### config.mk
export PLATFORM = sky130hd
export DESIGN_NAME = onehot_scan_decoder
export DESIGN_NICKNAME = d
export VERILOG_FILES = /design/src/rtl/decoder_pkg.sv /design/src/rtl/onehot_decode.sv /design/src/rtl/onehot_scan_decoder.sv
export SDC_FILE = /design/constraint.sdc
export NUM_CORES = 1
export LEC_CHECK = 0
export ABC_AREA = 0
export ABC_CLOCK_PERIOD_IN_PS = 4800
export CORE_ASPECT_RATIO = 1.2
export CORE_UTILIZATION = 30
export CTS_CLUSTER_DIAMETER = 60
export DETAILED_ROUTE_END_ITERATION = 6
export GPL_TIMING_DRIVEN = 0
export PLACE_DENSITY = 0.5
export RECOVER_POWER = 50
export SYNTH_ARGS = -nofsm -noshare
export SYNTH_HDL_FRONTEND = slang
export SYNTH_HIERARCHICAL = 1
export SYNTH_SLANG_ARGS = --single-unit
### constraint.sdc
create_clock -name CLK -period 4.8 [get_ports CLK]
set_input_delay 0.96 -clock CLK [delete_from_list [all_inputs] [get_ports CLK]]
set_output_delay 0.96 -clock CLK [all_outputs]
set_load 0.05 [all_outputs]
### src/rtl/decoder_pkg.sv
// Shared encodings for the one-hot scan decoder: MODE input values and controller states.
package decoder_pkg;

    typedef enum logic [1:0] {
        MODE_OFF  = 2'b00,
        MODE_MAN  = 2'b01,
        MODE_SCAN = 2'b10,
        MODE_RSV  = 2'b11
    } mode_t;

    typedef enum logic [1:0] {
        S_OFF  = 2'b00,
        S_MAN  = 2'b01,
        S_SCAN = 2'b10
    } state_t;

endpackage

### src/rtl/onehot_decode.sv
// Combinational index to one-hot decoder; exactly one output bit set for any index.
module onehot_decode #(
    parameter  int SEL_W = 3,
    localparam int OUT_W = 1 << SEL_W
) (
    input  logic [SEL_W-1:0] idx,
    output logic [OUT_W-1:0] onehot
);

    always_comb begin
        onehot      = '0;
        onehot[idx] = 1'b1;
    end

endmodule

### src/rtl/onehot_scan_decoder.sv
// Registered binary-to-one-hot decoder with off / manual-load / auto-scan modes.
// Optional SCAN_MASK_EN build adds a SCAN_MASK input restricting which indices the scan visits.
module onehot_scan_decoder #(
    parameter  int SEL_W   = 3,
    parameter  int DWELL_W = 8,
    localparam int OUT_W   = 1 << SEL_W
) (
    input  logic               CLK,
    input  logic               RST_N,
    input  logic [1:0]         MODE,
    input  logic [SEL_W-1:0]   SEL,
    input  logic               SEL_VALID,
    output logic               SEL_READY,
    input  logic [DWELL_W-1:0] DWELL,
`ifdef SCAN_MASK_EN
    input  logic [OUT_W-1:0]   SCAN_MASK,
`endif
    output logic [OUT_W-1:0]   FINAL_OUT,
    output logic [SEL_W-1:0]   CUR_SEL,
    output logic               WRAP
);
    import decoder_pkg::*;

    state_t             state;
    state_t             next_state;
    logic [DWELL_W-1:0] cnt;
    logic [SEL_W-1:0]   cur_sel;
    logic [SEL_W-1:0]   scan_next;
    logic [SEL_W-1:0]   dec_idx;
    logic [OUT_W-1:0]   final_out;
    logic [OUT_W-1:0]   dec_out;
    logic               wrap;
    logic               take;
    logic               dwell_done;
    logic               scan_live;

`ifdef SCAN_MASK_EN
    // Next enabled index strictly after cur, wrapping; returns cur itself if it is the only one.
    function automatic logic [SEL_W-1:0] next_enabled(input logic [SEL_W-1:0] cur,
                                                      input logic [OUT_W-1:0] mask);
        logic [SEL_W-1:0] res;
        logic [SEL_W-1:0] cand;
        logic             found;
        res   = cur;
        found = 1'b0;
        for (int i = 1; i <= OUT_W; i++) begin
            cand = cur + SEL_W'(i);
            if (!found && mask[cand]) begin
                res   = cand;
                found = 1'b1;
            end
        end
        return res;
    endfunction

    assign scan_live = |SCAN_MASK;
    assign scan_next = next_enabled(cur_sel, SCAN_MASK);
`else
    assign scan_live = 1'b1;
    assign scan_next = cur_sel + SEL_W'(1);
`endif

    assign take       = (state == S_MAN) && SEL_VALID;
    assign dwell_done = (cnt >= DWELL);
    assign dec_idx    = take ? SEL : (((state == S_SCAN) && dwell_done) ? scan_next : cur_sel);

    onehot_decode #(.SEL_W(SEL_W)) u_decode (
        .idx    (dec_idx),
        .onehot (dec_out)
    );

    always_ff @(posedge CLK) begin
        if (!RST_N) state <= S_OFF;
        else        state <= next_state;
    end

    always_comb begin
        next_state = S_OFF;
        case (mode_t'(MODE))
            MODE_MAN:  next_state = S_MAN;
            MODE_SCAN: next_state = S_SCAN;
            default:   next_state = S_OFF;
        endcase
    end

    always_comb begin
        SEL_READY = (state == S_MAN);
        FINAL_OUT = final_out;
        CUR_SEL   = cur_sel;
        WRAP      = wrap;
    end

    // A manual load always wins over scan entry so FINAL_OUT stays consistent with CUR_SEL.
    always_ff @(posedge CLK) begin
        if (!RST_N) begin
            cur_sel   <= '0;
            final_out <= '0;
            cnt       <= '0;
            wrap      <= 1'b0;
        end else begin
            wrap <= 1'b0;
            case (state)
                S_MAN: begin
                    cnt <= '0;
                    if (take) begin
                        cur_sel   <= SEL;
                        final_out <= dec_out;
                    end else if (next_state == S_SCAN) begin
                        final_out <= scan_live ? dec_out : '0;
                    end
                end
                S_SCAN: begin
                    if (!scan_live) begin
                        final_out <= '0;
                        cnt       <= '0;
                    end else if (dwell_done) begin
                        cnt       <= '0;
                        cur_sel   <= scan_next;
                        final_out <= dec_out;
                        wrap      <= (scan_next <= cur_sel);
                    end else begin
                        cnt <= cnt + DWELL_W'(1);
                    end
                end
                default: begin
                    cnt       <= '0;
                    final_out <= ((next_state == S_SCAN) && scan_live) ? dec_out : '0;
                end
            endcase
        end
    end

endmodule

Yosys cells after proc, flatten, opt, wreduce, memory -nomap -nowiden
Cells that the tools add are included.
Widths: inputs -> output; s select.
{"block": "totals", "reg_bits": 22, "in_bits": 16, "elab_cells": 42}
{"block": "classes", "addsub": 2, "order_cmp": 4, "n_eq_ne": 8, "mux": 13, "bitwise_logic": 2, "n_reduce_logical": 8}
{"op": "$mux 8", "count": 4}
{"op": "$pmux 8 s2", "count": 1}
{"op": "$mux 3", "count": 4}
{"op": "$add 8x1->8 const B", "count": 1}
{"op": "$ge 8x8->1", "count": 1}
{"op": "$eq 2x2->1 const B", "count": 3}
{"op": "$pmux 3 s2", "count": 1}
{"op": "$reduce_and 3->1", "count": 2}
{"op": "$eq 2x1->1 const B", "count": 2}
{"op": "$lt 3x4->1 const B", "count": 1}
{"op": "$pmux 2 s2", "count": 1}
{"op": "$add 3x1->3 const B", "count": 1}
{"op": "$demux 1 s3", "count": 1}
{"op": "$ge 3x1->1 const B", "count": 1}
{"op": "$le 3x3->1", "count": 1}
{"op": "$logic_and 1x1->1", "count": 3}
{"op": "$ne 3x1->1 const B", "count": 1}
{"op": "$reduce_or 3->1", "count": 1}
{"op": "$ne 2x1->1 const B", "count": 1}
{"op": "$ne 2x2->1 const B", "count": 1}
{"op": "$not 1->1", "count": 2}
{"op": "$reduce_and 2->1", "count": 1}
{"op": "$reduce_bool 2->1", "count": 1}
{"op": "$mux 1", "count": 1}

Logic depth before layout (Yosys ltp)
Gate-level depths: netlist of the first run.
{"block": "depth", "depth_word": 11, "depth_mapped": 10, "depth_no_buf": 10}

By module
Netlist of the first run, hierarchy kept.
{"module": "onehot_scan_decoder", "instances": 1, "cells_per_inst": 144, "area_each_um2": 1302.5}
{"module": "onehot_decode", "instances": 1, "cells_per_inst": 8, "area_each_um2": 65.1}

Worst setup path before layout of the first run
Ideal clock, no wire load.
{"block": "synth_path", "path_type": "input port to flip-flop", "start": "in DWELL[6]", "end": "reg final_out[3], in the netlist FINAL_OUT[3]", "setup_ns": 0.130, "t_arrival_ns": 2.862, "required_ns": 4.670, "slack_ns": 1.808, "path_stages": 10, "path_cell_list": "inv_1 ha_1 a41o_1 a21oi_1 o32ai_4 a21o_1 a31oi_1 and3b_2 nand2_1 mux2i_1"}
{"block": "synth_between", "elab_chain_cells": 11, "elab_cells_between_ends": 16, "cone_classes": "order compare (3); eq/ne (1); mux (9); reduce/logical (3)"}
{"item": "from (decl)", "line": "onehot_scan_decoder.sv:14", "text": "input logic [DWELL_W-1:0] DWELL,"}
{"item": "$ge 8x8->1 (*)", "line": "onehot_scan_decoder.sv:64", "text": "assign dwell_done = (cnt >= DWELL);"}
{"item": "$logic_and 1x1->1 (*)", "line": "onehot_scan_decoder.sv:65", "text": "assign dec_idx = take ? SEL : (((state == S_SCAN) && dwell_done) ? scan_next : cur_sel);"}
{"item": "$mux 3 (*) (2 in a row)", "line": "onehot_scan_decoder.sv:65"}
{"item": "named net dec_idx[2]", "line": "onehot_scan_decoder.sv:29", "text": "logic [SEL_W-1:0] dec_idx;"}
{"item": "$lt 3x4->1 (not written as such) / $ge 3x1->1 (equally long branches)", "line": "onehot_decode.sv:12", "text": "onehot[idx] = 1'b1;"}
{"item": "$logic_and 1x1->1 (not written as such)", "line": "onehot_decode.sv:12"}
{"item": "$mux 1 (not written as such)", "line": "onehot_decode.sv:12"}
{"item": "$demux 1 s3 (*)"}
{"item": "named net dec_out[3]", "line": "onehot_scan_decoder.sv:31", "text": "logic [OUT_W-1:0] dec_out;"}
{"item": "$mux 8", "line": "onehot_scan_decoder.sv:108", "text": "end else if (next_state == S_SCAN) begin"}
{"item": "$mux 8", "line": "onehot_scan_decoder.sv:105", "text": "if (take) begin"}
{"item": "$pmux 8 s2 (*)", "line": "onehot_scan_decoder.sv:102", "text": "case (state)"}
{"item": "to (signal assigned)", "line": "onehot_scan_decoder.sv:107", "text": "final_out <= dec_out;"}
{"item": "to (signal assigned)", "line": "onehot_scan_decoder.sv:109", "text": "final_out <= scan_live ? dec_out : '0;"}
{"item": "to (signal assigned)", "line": "onehot_scan_decoder.sv:119", "text": "final_out <= dec_out;"}
{"item": "to (decl)", "line": "onehot_scan_decoder.sv:30", "text": "logic [OUT_W-1:0] final_out;"}
Mark *: on every way through the listed nets, which the timed path passes. The rest lies on a longest branch. The select of a mux whose other input is x is not followed.
A chain may end at the register's enable or synchronous reset.

Worst setup path in the final report of the first run
{"block": "layout_path", "start": "in DWELL[6]", "end": "reg final_out[5], in the netlist FINAL_OUT[5]"}
The elaborated chain is that of the path after synthesis.

==> reports/results.ini, run 1 <==
[sta]
relSlewSlack = 0.381
setup_ws_ns = 1.11
rsz0062_at_grt = no
period_needed_ns = 3.69
tightestPinTransition_ns = 0.926
fin_tns_setup_ns = 0
finalSetupViolCount = 0
min_period_over_period = 0.769
slew_viol_final = 0
skew_ns = 0.00651
fmax_mhz = 271
hold_violations = 0

[clock_network]
cts_max_level = 1
cts-root-buf = clkbuf_8
tritoncts = yes
cts_resized = 0
clock_path_buffers = 2
clock_latency_ns = 0.27
cts_buffers = 3
clkTransAtPathRegs_ns = 0.08
clock-sinks = 22
post_cts_buffers = 0
cts_hold_buf = 0

[critical_path]
crit_path_cell_trace = clkdlybuf4s50_1 -> inv_1 -> ha_1 -> nand4_2 -> o32ai_1 -> nand3_1 -> a31oi_1 -> and3b_2 -> nand2_1 -> mux2i_1
slowest_delay_ns = 0.83
crit_path_start = DWELL[6]
worst-path-buf-inv = 2
regToRegSetupSlack_ns = 1.80
worst-setup-path-type = input port to flip-flop
r2r_cells = 10
critPathArrivalTime_ns = 3.89
crit_end = FINAL_OUT[5]
start_kind = input port
slowest_stage = o32ai_1
critical_path.top_delay_family = compound AO/OA/AOI/OAI gates
crit_fanout = 8
endpoint_kind = flip-flop
required_ns = 5.00
r2r_start = cnt[0]
crit_cells = 10
r2r-end = FINAL_OUT[5]

[placement]
dpl_worst_slack_ns = 0.965
place.gp.congestion = 0.800
dp.final_hpwl_mm = 2.30
io_buffers = 28

[synthesis]
synth_cells = 152
synth_area_leader_cell = dfxtp_1
yosysSeqAreaShare = 0.322
syn_area_per_cell_um2 = 9.00
synth_nets = 181
ys_top_cells_by_area = dfxtp_1, ha_1, mux2i_1, nand2_1, inv_1
synth_ff_type = dfxtp_1
yosysUniqueCellTypes = 36
yosysWarningCount = 6
synth_edf_count = 0
synth_top_area_frac = 0.322
synthArstFlopShare = 0
syn_area_um2 = 1370
ys_ff_latch = 22

[detailed_routing]
wire_per_inst_um = 12.1
drt-total-wl_mm = 2.90
viasPerCell = 4.76
drc = 0
drt_first_pass_iters = 4
drtAntennaViolNets = 0
drt_iter0_drc = 62
vias = 1143

[cells_and_area]
layout-drive-gt1-share = 0.0761
diodes = 0
fill_cells = 439
final_nets = 214
area_growth_syn_to_layout_pct = 28.6

[floorplanning]
die_area_um2 = 4830
io-pin-count = 29
start_util = 0.316
core_um2 = 4330
dieHeight_um = 76.0
placementRows = 26
die_x_um = 63.6

[grt]
gr-total-overflow = 0
grt.total_usage = 0.126
grt_pass1_wl_mm = 4.86
grt_pass1_vias = 1128
grt_max_degree = 14
antenna_found_initial = 0

[min_path]
min_path_cells = 2
hp-class = flip-flop to flip-flop

[power_and_ir_drop]
leakage_uw = 0.000799
ir_drop_mv = 0.107
power-per-cell-area_nw_per_um2 = 253

[outcome]
status = complete, no violations

[job]
timing.max_cap.violations = 0

[metal layers]
| metal | global-route usage | vias to the layer above | routed length, um |
|---|---|---|---|
| li1 | - | 592 | - |
| met5 | 0 | - | 0 |
| met3 | 0.0271 | 6 | 126 |
| met2 | 0.211 | 24 | 1380 |
| met1 | 0.154 | 521 | 1340 |
| met4 | 0.0545 | 0 | 53 |
[cell usage after synthesis, types with 2 or more instances]
cell type / count
dfxtp_1: 22
nand2_1: 21
inv_1: 14
nor2_1: 14
ha_1: 13
mux2i_1: 9
nand3_1: 7
xor2_1: 5
a21oi_1: 4
and3_1: 4
nor3b_1: 4
and3b_2: 3
o21ai_0: 3
xnor2_1: 3
a21o_1: 2
a31oi_1: 2
nor3_1: 2
o21a_1: 2
[worst reg2reg max path, cell delays in order, from the launching register on]
cell       delay (ns)
dfxtp_1          0.43
inv_1            0.08
ha_1             0.28
nand2b_4         0.12
a2111oi_4        0.07
o32ai_1          0.80
nand3_1          0.15
a31oi_1          0.52
and3b_2          0.29
nand2_1          0.05
mux2i_1          0.14
[through the flow]
stage / util / total power [uW] / hold WS (ns) / area, um^2 / instances
2_1_floorplan: - / 249 / 0.449 / 1370 / 152
3_3_place_gp: 0.397 / 276 / 0.451 / 1720 / 236
3_5_place_dp: 0.397 / 278 / 0.450 / 1720 / 236
4_1_cts: 0.414 / 456 / 0.466 / 1790 / 240
5_1_grt: 0.407 / 468 / 0.485 / 1760 / 240
6_report: 0.407 / 446 / 0.456 / 1760 / 240
[how the worst min path moves through the flow]
stage | start | to | slack (ns)
final | FINAL_OUT[7] | FINAL_OUT[7] | 0.46
after global routing | FINAL_OUT[2] | FINAL_OUT[2] | 0.49
after CTS | FINAL_OUT[7] | FINAL_OUT[7] | 0.47
after detailed placement | FINAL_OUT[0] | FINAL_OUT[0] | 0.45
after global placement | FINAL_OUT[4] | FINAL_OUT[4] | 0.45
after floorplan | cnt[0] | cnt[0] | 0.45
[state kept, by name, indices dropped and copies added, names as in the netlist]
register,cells
WRAP,1
cnt,8
FINAL_OUT,8
state,2
CUR_SEL,3
[cell usage in the layout (no fill, tap or decap), types with 5 or more instances in the layout]
cell type,n
clkdlybuf4s50_1,14
dfxtp_1,22
dlygate4sd3_1,14
ha_1,13
inv_1,14
mux2i_1,9
nand2_1,21
nand3_1,7
nor2_1,14
xor2_1,5
[cell type report]
class | count | area (um^2) | area share
repair buffers | 28 | 280 | 0.159
multi-input cells | 115 | 841 | 0.478
inverters | 14 | 52.6 | 0.0299
plain buffers | 1 | 3.75 | 0.00213
well taps | 56 | 70.1 | 0.0398
flip-flops and latches | 22 | 440 | 0.250
clock inverters | 1 | 30.0 | 0.0171
clock buffers | 3 | 41.3 | 0.0235
[logic make-up (layout without fill, tap and decap cells)]
logic type / Yosys count / after routing / share of synthesized area
fa+ha+maj: 13 / 13 / 0.119
buf+inv: 15 / 47 / 0.0412
mux: 10 / 10 / 0.0741
simple gates: 61 / 61 / 0.231
compound gates: 23 / 23 / 0.162
flops: 22 / 22 / 0.322
xor+xnor: 8 / 8 / 0.0512
[power breakdown]
part / switching [uW] / total [uW] / internal, uW
Sequential: 4.11 / 191 / 187
Clock: 64.6 / 176 / 111
Combinational: 43.0 / 79.2 / 36.1
Total: 112 / 446 / 334
No activity file was read; power rests on OpenSTA's default activity.
==> run 2: changes to the inputs <==
ABC_CLOCK_PERIOD_IN_PS = 3000   (was 4800)
PLACE_DENSITY = 0.52   (was 0.5)
clock period = 3 ns   (was 4.8 ns; I/O delays follow)
==> run 2 against run 1 <==
Effect of this change:
- flip-flop and latch count unchanged
- routed wire length increased by 4.3%
- worst hold slack improved by 0.0028 ns
- non-clock buffer count unchanged
- die area unchanged
- first-iteration DRC count decreased by 47%
- worst setup slack got worse by 0.87 ns
- critical path depth unchanged
- largest cell class unchanged
==> reports/results.ini, run 2 (synthesized netlist as in run 1, its figures left out) <==
[min_path]
min_path_cells = 2
hp-class = flip-flop to flip-flop

[grt]
grt_pass1_vias = 1163
grt.total_usage = 0.133
antenna_found_initial = 0
grt_pass1_wl_mm = 5.09
gr-total-overflow = 0
grt_max_degree = 14

[critical_path]
critPathArrivalTime_ns = 2.91
start_kind = input port
crit_path_cell_trace = clkdlybuf4s50_1 -> ha_1 -> nand2b_4 -> a2111oi_4 -> o32ai_4 -> a21o_1 -> a31oi_4 -> and3b_2 -> nand2_1 -> mux2i_1
worst-setup-path-type = input port to flip-flop
slowest_delay_ns = 0.42
required_ns = 3.15
crit_fanout = 8
slowest_stage = a2111oi_4
endpoint_kind = flip-flop
r2r_cells = 10

[sta]
min_period_over_period = 0.920
finalSetupViolCount = 0
relSlewSlack = 0.644
hold_violations = 0
skew_ns = 0.00374
tightestPinTransition_ns = 0.534
fin_tns_setup_ns = 0
slew_viol_final = 0
fmax_mhz = 362
rsz0062_at_grt = no
period_needed_ns = 2.76

[placement]
place.gp.congestion = 0.794
io_buffers = 28
dp.final_hpwl_mm = 2.30
placed_area_um2 = 1720

[detailed_routing]
drc = 0
top_layer_used = met4
drt_first_pass_iters = 4
drt-total-wl_mm = 3.03
drt_iter0_drc = 33
wl_met3_um = 109
vias = 1153
wire_per_inst_um = 12.6
m1WireLength_mm = 1.38
drtAntennaViolNets = 0
routed-wl-met2_mm = 1.48
viasPerCell = 4.80

[clock_network]
cts-root-buf = clkbuf_8
cts_buffers = 3
clock-sinks = 22
tritoncts = yes
cts_max_level = 1
clock_latency_ns = 0.26
clkTransAtPathRegs_ns = 0.08
clock_path_buffers = 2

[power_and_ir_drop]
ir_drop_mv = 0.182
leakage_uw = 0.000802
power-per-cell-area_nw_per_um2 = 397
power_uw = 714

[job]
timing.max_cap.violations = 0

[floorplanning]
dieHeight_um = 76.0
io-pin-count = 29
start_util = 0.316
placementRows = 26
die_area_um2 = 4830
core_um2 = 4330
die_x_um = 63.6

[cells_and_area]
most-common-layout-cells = dfxtp_1, nand2_1
area_growth_syn_to_layout_pct = 31.7
fin_util = 0.416
diodes = 0
layout-drive-gt1-share = 0.0978
final_area_um2 = 1800
final_nets = 214
final_common_cell = dfxtp_1

[outcome]
status = complete, no violations

## run 2: area by class of cell
cell class,count,area (um^2)
sequential,22,440
multi-input combinational,115,882
clock buffer,3,41.3
tap,56,70.1
buffer,1,3.75
clock inverter,1,30.0
timing repair buffer,28,280
fill,449,2530
inverter,14,52.6
## run 2: power breakdown
part / total, uW / internal, uW / switching (uW)
sequential: 305 / 298 / 6.68
clock: 278 / 178 / 99.4
combinational: 131 / 59.3 / 71.9
## run 2: final timing paths
kind                                    from            to  slack [ns]
worst max register to register        cnt[0]  FINAL_OUT[3]        0.50
worst min-delay path            FINAL_OUT[2]  FINAL_OUT[2]        0.46
worst min register to register  FINAL_OUT[2]  FINAL_OUT[2]        0.46
worst max-delay path                DWELL[0]  FINAL_OUT[3]        0.24
## run 2: worst max-delay path: cells and delay by family
| family | cells | cell delay [ns] |
|---|---|---|
| AOI/OAI and AO/OA | 4 | 1.10 |
| adders and majority gates | 1 | 0.29 |
| buffers and inverters | 1 | 0.41 |
| muxes | 1 | 0.07 |
| and+or+nand+nor | 3 | 0.45 |
## run 2: routing by layer
| metal | global-route usage | vias up |
|---|---|---|
| met5 | 0 | - |
| met4 | 0.0591 | 0 |
| met3 | 0.0271 | 5 |
| met2 | 0.224 | 22 |
| met1 | 0.158 | 532 |
| li1 | - | 594 |
## run 2: through the flow
step	hold slack (ns)	instances	setup WS [ns]
5_1_grt	0.480	240	0.0618
6_report	0.459	240	0.239
3_5_place_dp	0.449	236	-0.496
4_1_cts	0.468	240	0.108
3_3_place_gp	0.447	236	-0.426
2_1_floorplan	0.449	152	0.368
## run 2: timing repair
item | CTS | global route
setup buffers | 0 | 0
gates resized for setup | 3 | 1
hold buffers | 0 | 0
gates cloned | 0 | 0
hold endpoints to repair | 0 | 0
endpoints found under the setup margin | 8 | 3
